**config.mk**
```make
export PLATFORM = sky130hd
export DESIGN_NAME = fm_sb_freeze_seq
export DESIGN_NICKNAME = d
export VERILOG_FILES = /design/src/rtl/fm_sb_pkg.sv /design/src/rtl/fm_sb_mask_decode.sv /design/src/rtl/fm_sb_freeze_seq.sv
export SDC_FILE = /design/constraint.sdc
export NUM_CORES = 1
export LEC_CHECK = 0
export BUFFER_PORTS_ARGS = -buffer_cell sky130_fd_sc_hd__buf_2
export CORE_ASPECT_RATIO = 0.6
export CORE_MARGIN = 2
export CORE_UTILIZATION = 55
export CTS_BUF_LIST = sky130_fd_sc_hd__clkbuf_8
export DETAILED_ROUTE_END_ITERATION = 8
export PLACE_DENSITY = 0.95
export SLEW_MARGIN = 20
export SYNTH_ARGS = -nofsm -noshare
export SYNTH_HDL_FRONTEND = slang
export SYNTH_HIERARCHICAL = 1
export SYNTH_SLANG_ARGS = --single-unit
```
**constraint.sdc**
```tcl
create_clock -name axi_clk -period 3.4 [get_ports axi_clk]
set_input_delay 0.51 -clock axi_clk [delete_from_list [all_inputs] [get_ports axi_clk]]
set_output_delay 0.51 -clock axi_clk [all_outputs]
set_load 0.03 [all_outputs]
```
**src/rtl/fm_sb_pkg.sv**
```systemverilog
// fm_sb_pkg: shared sequencer state type and default sizing for the FM spy-buffer freeze controller
package fm_sb_pkg;
  typedef enum logic [1:0] {
    IDLE   = 2'd0,
    ARMED  = 2'd1,
    DELAY  = 2'd2,
    FROZEN = 2'd3
  } seq_state_t;
  localparam int TOTAL_SB      = 32;
  localparam int PB_MODE_WIDTH = 2;
  localparam int DLY_WIDTH     = 16;
  localparam int CNT_WIDTH     = 16;
endpackage

```
**src/rtl/fm_sb_mask_decode.sv**
```systemverilog
// fm_sb_mask_decode: per-channel freeze / playback-mode mask decode (in: masks, global freeze/mode, frozen; out: next freeze and mode vectors)
module fm_sb_mask_decode
  import fm_sb_pkg::*;
#(
  parameter int N_SB      = TOTAL_SB,
  parameter int PB_MODE_W = PB_MODE_WIDTH
) (
  input  logic                        global_freeze,
  input  logic                        frozen_i,
  input  logic [N_SB-1:0]             freeze_mask,
  input  logic [PB_MODE_W-1:0]        global_pb_mode,
  input  logic [N_SB*PB_MODE_W-1:0]   playback_mask,
  output logic [N_SB-1:0]             freeze_d,
  output logic [N_SB*PB_MODE_W-1:0]   pb_mode_d
);
  for (genvar i = 0; i < N_SB; i++) begin : g_ch
    assign freeze_d[i] = ~freeze_mask[i] & (global_freeze | frozen_i);
    assign pb_mode_d[PB_MODE_W*i +: PB_MODE_W] =
      (playback_mask[PB_MODE_W*i +: PB_MODE_W] == '0) ? global_pb_mode : '0;
  end
endmodule

```
**src/rtl/fm_sb_freeze_seq.sv**
```systemverilog
// fm_sb_freeze_seq: arm/trigger/delay freeze sequencer driving per-buffer freeze and playback mode (in: control pulses, masks; out: freeze, playback_mode, seq_state, trig_cnt)
module fm_sb_freeze_seq
  import fm_sb_pkg::*;
#(
  parameter int N_SB      = TOTAL_SB,
  parameter int PB_MODE_W = PB_MODE_WIDTH,
  parameter int DLY_W     = DLY_WIDTH,
  parameter int CNT_W     = CNT_WIDTH
) (
  input  logic                      axi_clk,
  input  logic                      axi_rst_n,
  input  logic                      global_freeze,
  input  logic [PB_MODE_W-1:0]      global_pb_mode,
  input  logic [N_SB-1:0]           freeze_mask,
  input  logic [N_SB*PB_MODE_W-1:0] playback_mask,
  input  logic                      arm,
  input  logic                      trig_in,
  input  logic                      release_i,
  input  logic [DLY_W-1:0]          post_trig_dly,
  input  logic                      cnt_clr,
  output logic [N_SB-1:0]           freeze,
  output logic [N_SB*PB_MODE_W-1:0] playback_mode,
  output logic [1:0]                seq_state,
  output logic [CNT_W-1:0]          trig_cnt
);
  seq_state_t                state_q, state_d;
  logic [DLY_W-1:0]          dly_q, dly_d;
  logic [CNT_W-1:0]          cnt_q, cnt_d;
  logic [N_SB-1:0]           freeze_q, freeze_d;
  logic [N_SB*PB_MODE_W-1:0] pb_q, pb_d, pb_dec;
  logic                      trig_acc, pb_upd;
  always_comb begin
    state_d = state_q;
    dly_d   = dly_q;
    case (state_q)
      IDLE:   state_d = arm ? ARMED : IDLE;
      ARMED: if (trig_in) begin
        state_d = (post_trig_dly == '0) ? FROZEN : DELAY;
        dly_d   = (post_trig_dly == '0) ? '0 : post_trig_dly - DLY_W'(1);
      end
      DELAY: begin
        state_d = (dly_q == '0) ? FROZEN : DELAY;
        dly_d   = (dly_q == '0) ? '0 : dly_q - DLY_W'(1);
      end
      default: state_d = FROZEN;
    endcase
    if (release_i) begin
      state_d = IDLE;
      dly_d   = '0;
    end
  end
  assign trig_acc = (state_q == ARMED) && trig_in && !release_i;
  assign cnt_d    = cnt_clr ? '0 : (trig_acc && cnt_q != '1) ? cnt_q + CNT_W'(1) : cnt_q;
  // mode is sampled only outside a capture so it cannot change mid-capture
  assign pb_upd   = (state_q == IDLE) || (state_q == FROZEN);
  assign pb_d     = pb_upd ? pb_dec : pb_q;
  fm_sb_mask_decode #(.N_SB(N_SB), .PB_MODE_W(PB_MODE_W)) u_dec (
    .global_freeze (global_freeze),
    .frozen_i      (state_d == FROZEN),
    .freeze_mask   (freeze_mask),
    .global_pb_mode(global_pb_mode),
    .playback_mask (playback_mask),
    .freeze_d      (freeze_d),
    .pb_mode_d     (pb_dec)
  );
  always_ff @(posedge axi_clk or negedge axi_rst_n) begin
    if (!axi_rst_n) begin
      state_q  <= IDLE;
      dly_q    <= '0;
      cnt_q    <= '0;
      freeze_q <= '0;
      pb_q     <= '0;
    end else begin
      state_q  <= state_d;
      dly_q    <= dly_d;
      cnt_q    <= cnt_d;
      freeze_q <= freeze_d;
      pb_q     <= pb_d;
    end
  end
  assign freeze        = freeze_q;
  assign playback_mode = pb_q;
  assign seq_state     = state_q;
  assign trig_cnt      = cnt_q;
endmodule

```
==> metrics.md, run 1 <==
| Metric | Value |
|---|---|
| Outcome | `finished, final reports clean` |
| Unique masters post-synth | `62` |
| Worst-skew pair later-pin latency | `0.43 ns` |
| Fin crit period | `2.66 ns` |
| # clock sinks | `130` |
| # H-tree levels | `4` |
| Final cycle utilization of the critical path | `0.783` |
| Net Count, Synth | `688` |
| Vias in the first global route | `5293` |
| Adder-cell area share of the yosys netlist | `0.0156` |
| Post-synthesis compound-gate area fraction | `0.114` |
| Hold Violations, Final | `0` |
| CP max-delay cell | `or4_1` |
| Max-slew headroom | `0.413` |
| Crit Path Max Fanout | `32` |
| Final WL | `17.2 mm` |
| Standby leakage power | `4.01 nW` |
| Post-synthesis sequential area ratio | `0.506` |
| I/O pins | `235` |
| Worst Path Arrival | `3.03 ns` |
| GRT Overall Usage | `0.271` |
| R2R Setup Slk | `0.74 ns` |
| Post-CTS Setup Repair Bufs | `0` |
| Largest buffer count on any clock path | `2` |
| Largest stage delay, worst path | `0.70 ns` |
| Final Net Count | `916` |
| Syn_area_per_cell | `11.5 µm²` |
| Hold/Removal Path Class | `input port to asynchronous set/reset pin` |
| Achievable frequency | `376 MHz` |
| Detailed-route wire length per cell | `17.9 µm` |
| Ys async rst share | `1.00` |
| Syn. warnings | `6` |
| Largest net degree at the start of global routing | `65` |
| Avg Vias per Cell | `5.65` |
| Die Width | `144 µm` |
| # setup viols final | `0` |
| Number of flops mapped to enable cells by yosys | `0` |
| CP cell instances | `or4_1 -> nor4_4 -> nand3_1 -> o211ai_1 -> and2_1 -> buf_4 -> o21ba_2` |
| Fin. max-slew vios | `0` |
| Die area | `12600 µm²` |
| Top post-synthesis cells by area | `dfrtp_1 (51%), mux2_2 (11%), nor3b_1 (7.8%)` |
| Port Buffers | `234` |
| Commonest non-fill, non-tap cell in the layout | `buf_2` |
| Netlist Area Pre-Place | `6430 µm²` |
| Total chip power | `4.28 mW` |
| Area delta synth->final | `26.6%` |
| Top-area cell type share of the netlist area | `0.506` |
| Top FF cell, synth | `dfrtp_1` |
| Vias | `5423` |
| ANT nets after route | `0` |
| Worst Skew | `0.0117 ns` |
| CORE AREA | `11300 µm²` |
| Initial antenna violation count | `0` |
| RSZ-0062 raised after global routing | `no` |
| Routability Congestion | `1.05` |
| Ant diodes | `0` |
| Slew @ Worst Pin | `0.879 ns` |
| Total CTS buffers | `17` |
| Hold slack | `0.127 ns` |
| DRC violations left | `0` |
| IR drop worst, VDD | `0.360 mV` |
| Post-cts resize count | `0` |
| Setup Crit Path Kind | `flip-flop to flip-flop` |
| Row Count | `30` |
| CP required | `3.77 ns` |
| Most frequent cells in the layout | `buf_2 (233), dfrtp_1 (130), nor3b_1 (67), mux2_2 (64), nor2_1 (36)` |
| Fillers | `802` |
| CTS tree | `yes` |
| Share of cells above drive strength 1 | `0.473` |
| Global-route wire length before repair | `26.4 mm` |
| Root Driver | `clkbuf_8` |
| Total congestion overflow | `0` |
| Synth Area in Simple Gates | `0.182` |
| Pwr dens | `526 nW/µm²` |
| Initial Utilization | `0.567` |
| Final HPWL DP | `12.6 mm` |
| Setup TNS | `0 ns` |
| Crit end category | `flip-flop` |
| Largest family of logic cells by synthesized area | `simple AND/OR/NAND/NOR gates` |
| Synth Area in XOR/XNOR | `0.0368` |
| Dominant cell type by area after synthesis | `dfrtp_1` |
| Max-cap violations | `0` |
| Drt first pass iters | `5` |
| Multiplexer share of the synthesized area | `0.115` |
| DRT iter0 DRCs | `340` |
| Reg clk slew, reported paths | `0.08 ns` |
| Hold-fix buffers, CTS | `0` |
| Synthesized instance count | `559` |
| Type of origin of the critical path | `flip-flop` |
| Yosys reg bits | `130` |
| Die Y | `87.7 µm` |
==> layout make-up <==
type	count	area [µm²]	area share
Timing Repair Buffer	239	1240	0.152
Multi-Input combinational cell	387	2980	0.366
Clock buffer	19	262	0.0321
Tap cell	160	200	0.0246
Sequential cell	130	3250	0.400
Clock inverter	13	163	0.0200
Inverter	12	45.0	0.00553
==> worst max-delay path, delay by kind of cell (launching register included) <==
kind | cells | cell delay, ns
simple gates | 4 | 1.47
flops | 1 | 0.44
compound gates | 2 | 0.35
buf+inv | 1 | 0.32
==> state kept, by name, summed over array words and instances, names as in the netlist <==
signal         cells
dly_q             16
playback_mode     64
freeze            32
seq_state          2
trig_cnt          16
==> power by group <==
part | switching (mW) | internal (mW)
Clock | 0.688 | 0.721
Combinational | 0.695 | 0.427
Sequential | 0.0778 | 1.68
Total | 1.46 | 2.82
==> per-layer routing <==
metal | global-route usage | part of all wire | up-vias
met2 | 0.436 | 0.47 | 288
met1 | 0.354 | 0.42 | 2637
met5 | 0 | 0 | -
met3 | 0.0880 | 0.089 | 26
li1 | - | - | 2472
met4 | 0.0865 | 0.015 | 0
==> cell usage after synthesis, types with 2 or more instances <==
cell,count
and2_1,4
a21oi_1,10
mux2_2,64
xnor2_1,12
nand4_1,5
a22oi_1,2
inv_1,12
o221ai_1,4
buf_4,3
mux2i_1,2
or4_1,3
nor2b_1,8
clkbuf_1,14
a211oi_1,2
buf_2,5
nand3_1,18
clkbuf_2,6
dfrtp_1,130
ha_1,8
o211ai_1,6
nor2_1,36
nand2_1,16
nor3_1,10
or3_1,2
o21ba_2,32
buf_6,2
o21ai_1,2
nor4_1,9
nor3b_1,67
or2_2,2
xor2_1,15
nand4b_1,2
o21ai_0,17
==> cell families (layout without fill, tap and decap cells) <==
| logic type | Yosys count | count (layout) |
|---|---|---|
| xor gates and xnor gates | 27 | 27 |
| DFF | 130 | 130 |
| buffers and inverters | 42 | 283 |
| and+or+nand+nor | 193 | 193 |
| adders and majority gates | 8 | 8 |
| AOI/OAI and AO/OA | 93 | 93 |
| muxes | 66 | 66 |
==> path summary, 6_finish.rpt <==
kind,from,endpoint,cells past startpoint
worst max-delay path,dly_q[2],freeze[10],7
worst min-delay path,axi_rst_n,freeze[20],1
worst max register to register,dly_q[2],freeze[10],7
worst min register to register,playback_mode[25],playback_mode[25],1
max in group asynchronous,axi_rst_n,trig_cnt[9],2
min in group axi_clk,freeze_mask[26],freeze[26],2
==> metrics by stage <==
step	instances	cell area (µm²)	setup WS, ns	util
final	960	8140	0.739	0.718
after global routing	960	8140	0.572	0.718
after CTS	960	8140	0.773	0.718
after detailed placement	928	7710	0.810	0.681
after global placement	928	7710	0.915	0.681
after floorplan	559	6430	1.08	-
(Power assumes the default switching activity.)
==> run 2, diff against run 1 <==
--- a/config.mk
+++ b/config.mk
@@ -8,10 +8,10 @@
 export BUFFER_PORTS_ARGS = -buffer_cell sky130_fd_sc_hd__buf_2
 export CORE_ASPECT_RATIO = 0.6
 export CORE_MARGIN = 2
-export CORE_UTILIZATION = 55
+export CORE_UTILIZATION = 51
 export CTS_BUF_LIST = sky130_fd_sc_hd__clkbuf_8
 export DETAILED_ROUTE_END_ITERATION = 8
-export PLACE_DENSITY = 0.95
+export PLACE_DENSITY = 0.93
 export SLEW_MARGIN = 20
 export SYNTH_ARGS = -nofsm -noshare
 export SYNTH_HDL_FRONTEND = slang
==> constraint.sdc (replaced) <==
create_clock -name axi_clk -period 2.77 [get_ports axi_clk]
set_input_delay 0.4155 -clock axi_clk [delete_from_list [all_inputs] [get_ports axi_clk]]
set_output_delay 0.4155 -clock axi_clk [all_outputs]
set_load 0.03 [all_outputs]
==> metrics.md, run 2 (synthesis gave the netlist of run 1 again) <==
| Metric | Value |
|---|---|
| Die Y | `91.0 µm` |
| Final Net Count | `922` |
| Worst Path Arrival | `2.88 ns` |
| Die Width | `149 µm` |
| CTS tree | `yes` |
| Area delta synth->final | `28.6%` |
| DRC violations left | `0` |
| I/O pins | `235` |
| Pre-CTS setup slack | `0.284 ns` |
| Setup TNS | `0 ns` |
| Max-slew headroom | `0.490` |
| Vias in the first global route | `5376` |
| Row Count | `31` |
| Routability Congestion | `0.932` |
| FF-to-FF path depth | `7` |
| Largest stage delay, worst path | `0.70 ns` |
| Crit Path Max Fanout | `32` |
| Largest net degree at the start of global routing | `65` |
| Met2 Usage GRT | `0.391` |
| Max-cap violations | `0` |
| M3 GR Usage | `0.0709` |
| CP max-delay cell | `or4_1` |
| Share of cells above drive strength 1 | `0.473` |
| Most frequent cells in the layout | `buf_2 (233), dfrtp_1 (130), nor3b_1 (67), mux2_2 (64), nor2_1 (36)` |
| Hold path cells | `2` |
| Slew @ Worst Pin | `0.760 ns` |
| Initial antenna violation count | `1` |
| Die area | `13500 µm²` |
| RSZ-0062 raised after global routing | `no` |
| Root Driver | `clkbuf_8` |
| Port Buffers | `234` |
| Type of origin of the critical path | `flip-flop` |
| Outcome | `finished, final reports clean` |
| Standby leakage power | `4.06 nW` |
| Global routing usage on met1 | `0.332` |
| Fin. max-slew vios | `0` |
| Drt first pass iters | `5` |
| Final cycle utilization of the critical path | `0.914` |
| Setup Crit Path Kind | `flip-flop to flip-flop` |
| Worst setup margin | `0.240 ns` |
| Reg clk slew, reported paths | `0.09 ns` |
| Hold Violations, Final | `0` |
| Global-route wire length before repair | `26.5 mm` |
| Vias | `5371` |
| Cell Area, Placed | `7770 µm²` |
| Total CTS buffers | `17` |
| Global routing's busiest layer | `met2` |
| Initial Utilization | `0.528` |
| CP cell instances | `or4_1 -> nor4_4 -> nand3_1 -> o211ai_1 -> and2_1 -> buf_12 -> o21ba_2` |
| Worst Skew | `0.0173 ns` |
| # H-tree levels | `4` |
| ANT nets after route | `0` |
| Final HPWL DP | `12.3 mm` |
| Detailed-route wire length per cell | `17.2 µm` |
| R2R Setup Slk | `0.24 ns` |
| Post-CTS Setup Repair Bufs | `0` |
| Achievable frequency | `395 MHz` |
| # setup viols final | `0` |
| DRT iter0 DRCs | `325` |
| Max FFs per register | `64` |
| CP required | `3.12 ns` |
| Final WL | `16.7 mm` |
| Largest buffer count on any clock path | `2` |
| Total chip power | `5.48 mW` |
| Total congestion overflow | `0` |
| GRT Overall Usage | `0.245` |
| Design Area, Final | `8270 µm²` |
| Crit end category | `flip-flop` |
| Post-layout util | `0.679` |
| IR drop worst, VDD | `0.427 mV` |
| Worst-skew pair later-pin latency | `0.42 ns` |
| Fin crit period | `2.53 ns` |
| # clock sinks | `130` |
| CORE AREA | `12200 µm²` |
| Commonest non-fill, non-tap cell in the layout | `buf_2` |
| Pwr dens | `663 nW/µm²` |
| Avg Vias per Cell | `5.53` |
| Hold/Removal Path Class | `input port to flip-flop` |
==> run 2: cell count changes in the layout (fill, tap and decap cells not counted), sizes merged <==
cell         delta
clkbuf          -1
bufinv          +4
inv             -6
buf             +5
clkinv          +1
diode           +1
clkinvlp        +1
dlygate4sd3     +1
==> run 2: report_power, final <==
part | leakage [nW] | switching (mW) | internal, mW | total, mW
Combinational | 2.09 | 0.841 | 0.533 | 1.37
Clock | 0.237 | 0.766 | 1.19 | 1.95
Sequential | 1.74 | 0.0955 | 2.06 | 2.15
Total | 4.06 | 1.70 | 3.78 | 5.48
==> run 2: stage by stage <==
stage / hold slack [ns] / cells
after floorplan: 0.120 / 559
after global placement: 0.423 / 938
final: 0.231 / 971
after CTS: 0.209 / 970
after global routing: 0.201 / 970
after detailed placement: 0.422 / 938
==> run 2: final cells by class <==
class	count	area [µm²]
Antenna cell	1	2.50
Timing Repair Buffer	245	1300
Sequential cell	130	3250
Inverter	12	45.0
Fill cell	951	3910
Tap cell	165	206
Clock inverter	13	234
Multi-Input combinational cell	387	2980
Clock buffer	18	248
==> run 2: path summary, 6_finish.rpt <==
kind / start / endpoint
max in group asynchronous: axi_rst_n / playback_mode[2]
hold / removal: freeze_mask[26] / freeze[26]
hold reg to reg: playback_mode[5] / playback_mode[5]
setup reg to reg: dly_q[2] / freeze[24]
min in group asynchronous: axi_rst_n / freeze[21]
setup / recovery: dly_q[2] / freeze[24]
==> run 2: routing by layer <==
layer | vias to the layer above | part of all wire
li1 | 2493 | -
met1 | 2634 | 0.44
met2 | 230 | 0.47
met3 | 14 | 0.084
met4 | 0 | 0.0070
met5 | - | 0
==> run 2: timing repair <==
item | CTS | global route
endpoints found under the setup margin | 0 | 0
gates resized for setup | 0 | 0
hold buffers | 1 | 0
endpoints found under the hold margin | 34 | 0
==> run 2: worst max-delay path: cells and delay by family (launching register included) <==
family | cells | cell delay, ns
AND/OR/NAND/NOR | 4 | 1.53
flip-flops | 1 | 0.43
AO/OA/AOI/OAI | 2 | 0.29
buffers and inverters | 1 | 0.20
==> run 3, diff against run 2 <==
--- a/config.mk
+++ b/config.mk
@@ -5,10 +5,10 @@
 export SDC_FILE = /design/constraint.sdc
 export NUM_CORES = 1
 export LEC_CHECK = 0
+export ABC_AREA = 1
 export BUFFER_PORTS_ARGS = -buffer_cell sky130_fd_sc_hd__buf_2
 export CORE_ASPECT_RATIO = 0.6
-export CORE_MARGIN = 2
-export CORE_UTILIZATION = 51
+export CORE_UTILIZATION = 52
 export CTS_BUF_LIST = sky130_fd_sc_hd__clkbuf_8
 export DETAILED_ROUTE_END_ITERATION = 8
 export PLACE_DENSITY = 0.93
==> metrics.md, run 3 <==
| Metric | Value |
|---|---|
| Fin crit period | `2.33 ns` |
| Ant diodes | `0` |
| Crit end category | `flip-flop` |
| Number of flops mapped to enable cells by yosys | `0` |
| Final WL | `18.2 mm` |
| Crit Path Max Fanout | `32` |
| Type of origin of the critical path | `flip-flop` |
| Largest family of logic cells by synthesized area | `simple AND/OR/NAND/NOR gates` |
| R2R Setup Slk | `0.44 ns` |
| Achievable frequency | `429 MHz` |
| FF-to-FF path depth | `11` |
| Area of the multi-input gates | `3030 µm²` |
| Detailed-route wire length per cell | `14.3 µm` |
| Reg clk slew, reported paths | `0.08 ns` |
| RSZ-0062 raised after global routing | `no` |
| CP max-delay cell | `nor2_4` |
| Total congestion overflow | `0` |
| GRT Overall Usage | `0.271` |
| Seq. cell area | `3250 µm²` |
| Post-synthesis compound-gate area fraction | `0.0303` |
| FF-to-FF Start | `dly_q[0]` |
| Die Y | `91.3 µm` |
| # H-tree levels | `4` |
| Vias | `6421` |
| Syn. warnings | `6` |
| CP cell instances | `inv_1 -> ha_1 -> nand2_1 -> inv_1 -> nand3_1 -> nor2_1 -> nor2_1 -> a21boi_0 -> buf_4 -> nor2_4 -> nor2_1` |
| Worst Path Arrival | `2.61 ns` |
| Port Buffers | `234` |
| Initial antenna violation count | `0` |
| Multiplexer share of the synthesized area | `0.104` |
| Hold/Removal Path Class | `input port to asynchronous set/reset pin` |
| Drt first pass iters | `5` |
| Top-area cell type share of the netlist area | `0.471` |
| # setup viols final | `0` |
| ANT nets after route | `0` |
| Post-CTS Setup Repair Bufs | `0` |
| Post-synthesis sequential area ratio | `0.471` |
| Final Net Count | `1213` |
| Worst-skew pair later-pin latency | `0.42 ns` |
| Netlist Area Pre-Place | `6910 µm²` |
| Avg Vias per Cell | `5.07` |
| Max-slew headroom | `0.443` |
| Largest buffer count on any clock path | `2` |
| Vias in the first global route | `6008` |
| Synth Area in XOR/XNOR | `0.0190` |
| Share of cells above drive strength 1 | `0.330` |
| Final cycle utilization of the critical path | `0.841` |
| Post-cts resize count | `0` |
| Inst Count DP | `1235` |
| Reg2Reg Capture Point | `freeze[13]` |
| Initial Utilization | `0.536` |
| Setup Crit Path Kind | `flip-flop to flip-flop` |
| Commonest non-fill, non-tap cell in the layout | `buf_2` |
| # clock sinks | `130` |
| Hold-fix buffers, CTS | `0` |
| Commonest cells in the synthesized netlist | `nand2_1 (198), nor2_1 (165), dfrtp_1 (130)` |
| Die area | `13800 µm²` |
| Largest stage delay, worst path | `0.56 ns` |
| DRC violations left | `0` |
| Setup TNS | `0 ns` |
| Syn_area_per_cell | `8.16 µm²` |
| CP required | `3.05 ns` |
| I/O pins | `235` |
| Pwr dens | `605 nW/µm²` |
| Standby leakage power | `5.01 nW` |
| Hold Violations, Final | `0` |
| Yosys reg bits | `130` |
| Top FF cell, synth | `dfrtp_1` |
| Die Width | `151 µm` |
| CTS tree | `yes` |
| Top post-synthesis cells by area | `dfrtp_1 (47%), nand2_1 (11%), mux2_2 (10%)` |
| Routability Congestion | `0.995` |
| Unique masters post-synth | `30` |
| Final HPWL DP | `13.9 mm` |
| Synth Area in Simple Gates | `0.270` |
| Final Non-Filler Cells | `1267` |
| Max-cap violations | `0` |
| Ys async rst share | `1.00` |
| Fin. max-slew vios | `0` |
| Largest net degree at the start of global routing | `66` |
| Fillers | `1065` |
| Net Count, Synth | `975` |
| Root Driver | `clkbuf_8` |
| Worst Skew | `0.0106 ns` |
| CORE AREA | `12900 µm²` |
| Max FFs per register | `64` |
| Row Count | `32` |
| IR drop worst, VDD | `0.395 mV` |
| Global-route wire length before repair | `29.3 mm` |
| Most frequent cell after synthesis | `nand2_1` |
| Adder-cell area share of the yosys netlist | `0.0145` |
| Most frequent cells in the layout | `buf_2 (233), nand2_1 (198), nor2_1 (165), dfrtp_1 (130), inv_1 (113)` |
| Total CTS buffers | `17` |
| Dominant cell type by area after synthesis | `dfrtp_1` |
| Outcome | `finished, final reports clean` |
| DRT iter0 DRCs | `399` |
| Most frequent CP cell | `nor2_1` |
| Area delta synth->final | `25.3%` |
| Synthesized instance count | `846` |
| Slew @ Worst Pin | `0.836 ns` |
## run 3: cell types whose count changed in the layout (fill, tap and decap cells not counted), sizes merged, moves of 5 or more
| cell | previous run | this run |
|---|---|---|
| nand4 | 5 | 11 |
| nor3 | 10 | 5 |
| xnor2 | 12 | 5 |
| inv | 14 | 118 |
| nor2b | 8 | 0 |
| nor3b | 67 | 0 |
| nor4 | 11 | 0 |
| o21ba | 32 | 0 |
| o211ai | 6 | 0 |
| xor2 | 15 | 10 |
| nand2 | 16 | 201 |
| nor2 | 36 | 178 |
| nand3 | 18 | 52 |
## run 3: layout make-up
cell class | count | area share
clock buffers | 17 | 0.0270
clock inverters | 15 | 0.0239
inverters | 114 | 0.0494
multi-input cells | 575 | 0.350
flip-flops and latches | 130 | 0.376
well taps | 170 | 0.0246
repair buffers | 246 | 0.149
## run 3: worst max-delay path, delay by kind of cell, from the launching register on
| family | cells | cell delay, ns |
|---|---|---|
| AO/OA/AOI/OAI | 1 | 0.12 |
| AND/OR/NAND/NOR | 6 | 1.13 |
| adder cells (fa/ha/maj) | 1 | 0.23 |
| buffers and inverters | 3 | 0.34 |
| flip-flops | 1 | 0.37 |
## run 3: power breakdown
group          internal, mW  leakage [nW]  switching [mW]  total [mW]
Combinational         0.446          3.05           0.830        1.28
Clock                 0.992         0.222           0.798        1.79
Sequential             2.06          1.73           0.111        2.17
## run 3: layer usage
| layer | global-route usage | wire, µm |
|---|---|---|
| met5 | 0 | 0 |
| met4 | 0.0708 | 267 |
| met3 | 0.0764 | 1610 |
| met2 | 0.417 | 8350 |
| met1 | 0.375 | 7950 |
## run 3: cell families (layout without fill, tap and decap cells)
logic type,after synthesis,in the layout
buf+inv,141,392
mux,64,64
simple gates,450,450
fa+ha+maj,8,8
compound gates,38,38
xor+xnor,15,15
flops,130,130
## run 3: worst max path at each step
stage	to	cells past startpoint	start
2_1_floorplan	playback_mode[10]	5	seq_state[0]
3_3_place_gp	freeze[5]	11	dly_q[0]
3_5_place_dp	freeze[27]	11	dly_q[0]
4_1_cts	freeze[27]	11	dly_q[0]
5_1_grt	freeze[5]	11	dly_q[0]
6_report	freeze[13]	11	dly_q[0]
## run 3: stage by stage
stage           util  power [mW]  area [µm²]  hold WS [ns]  worst slack (ns)
6_report       0.671        5.23        8650        0.0781             0.439
5_1_grt        0.671        5.49        8650         0.106             0.219
4_1_cts        0.671        5.27        8650         0.109             0.455
3_5_place_dp   0.637        3.47        8210         0.488             0.468
3_3_place_gp   0.637        3.43        8210         0.482             0.666
2_1_floorplan      -        3.04        6910         0.120             0.865
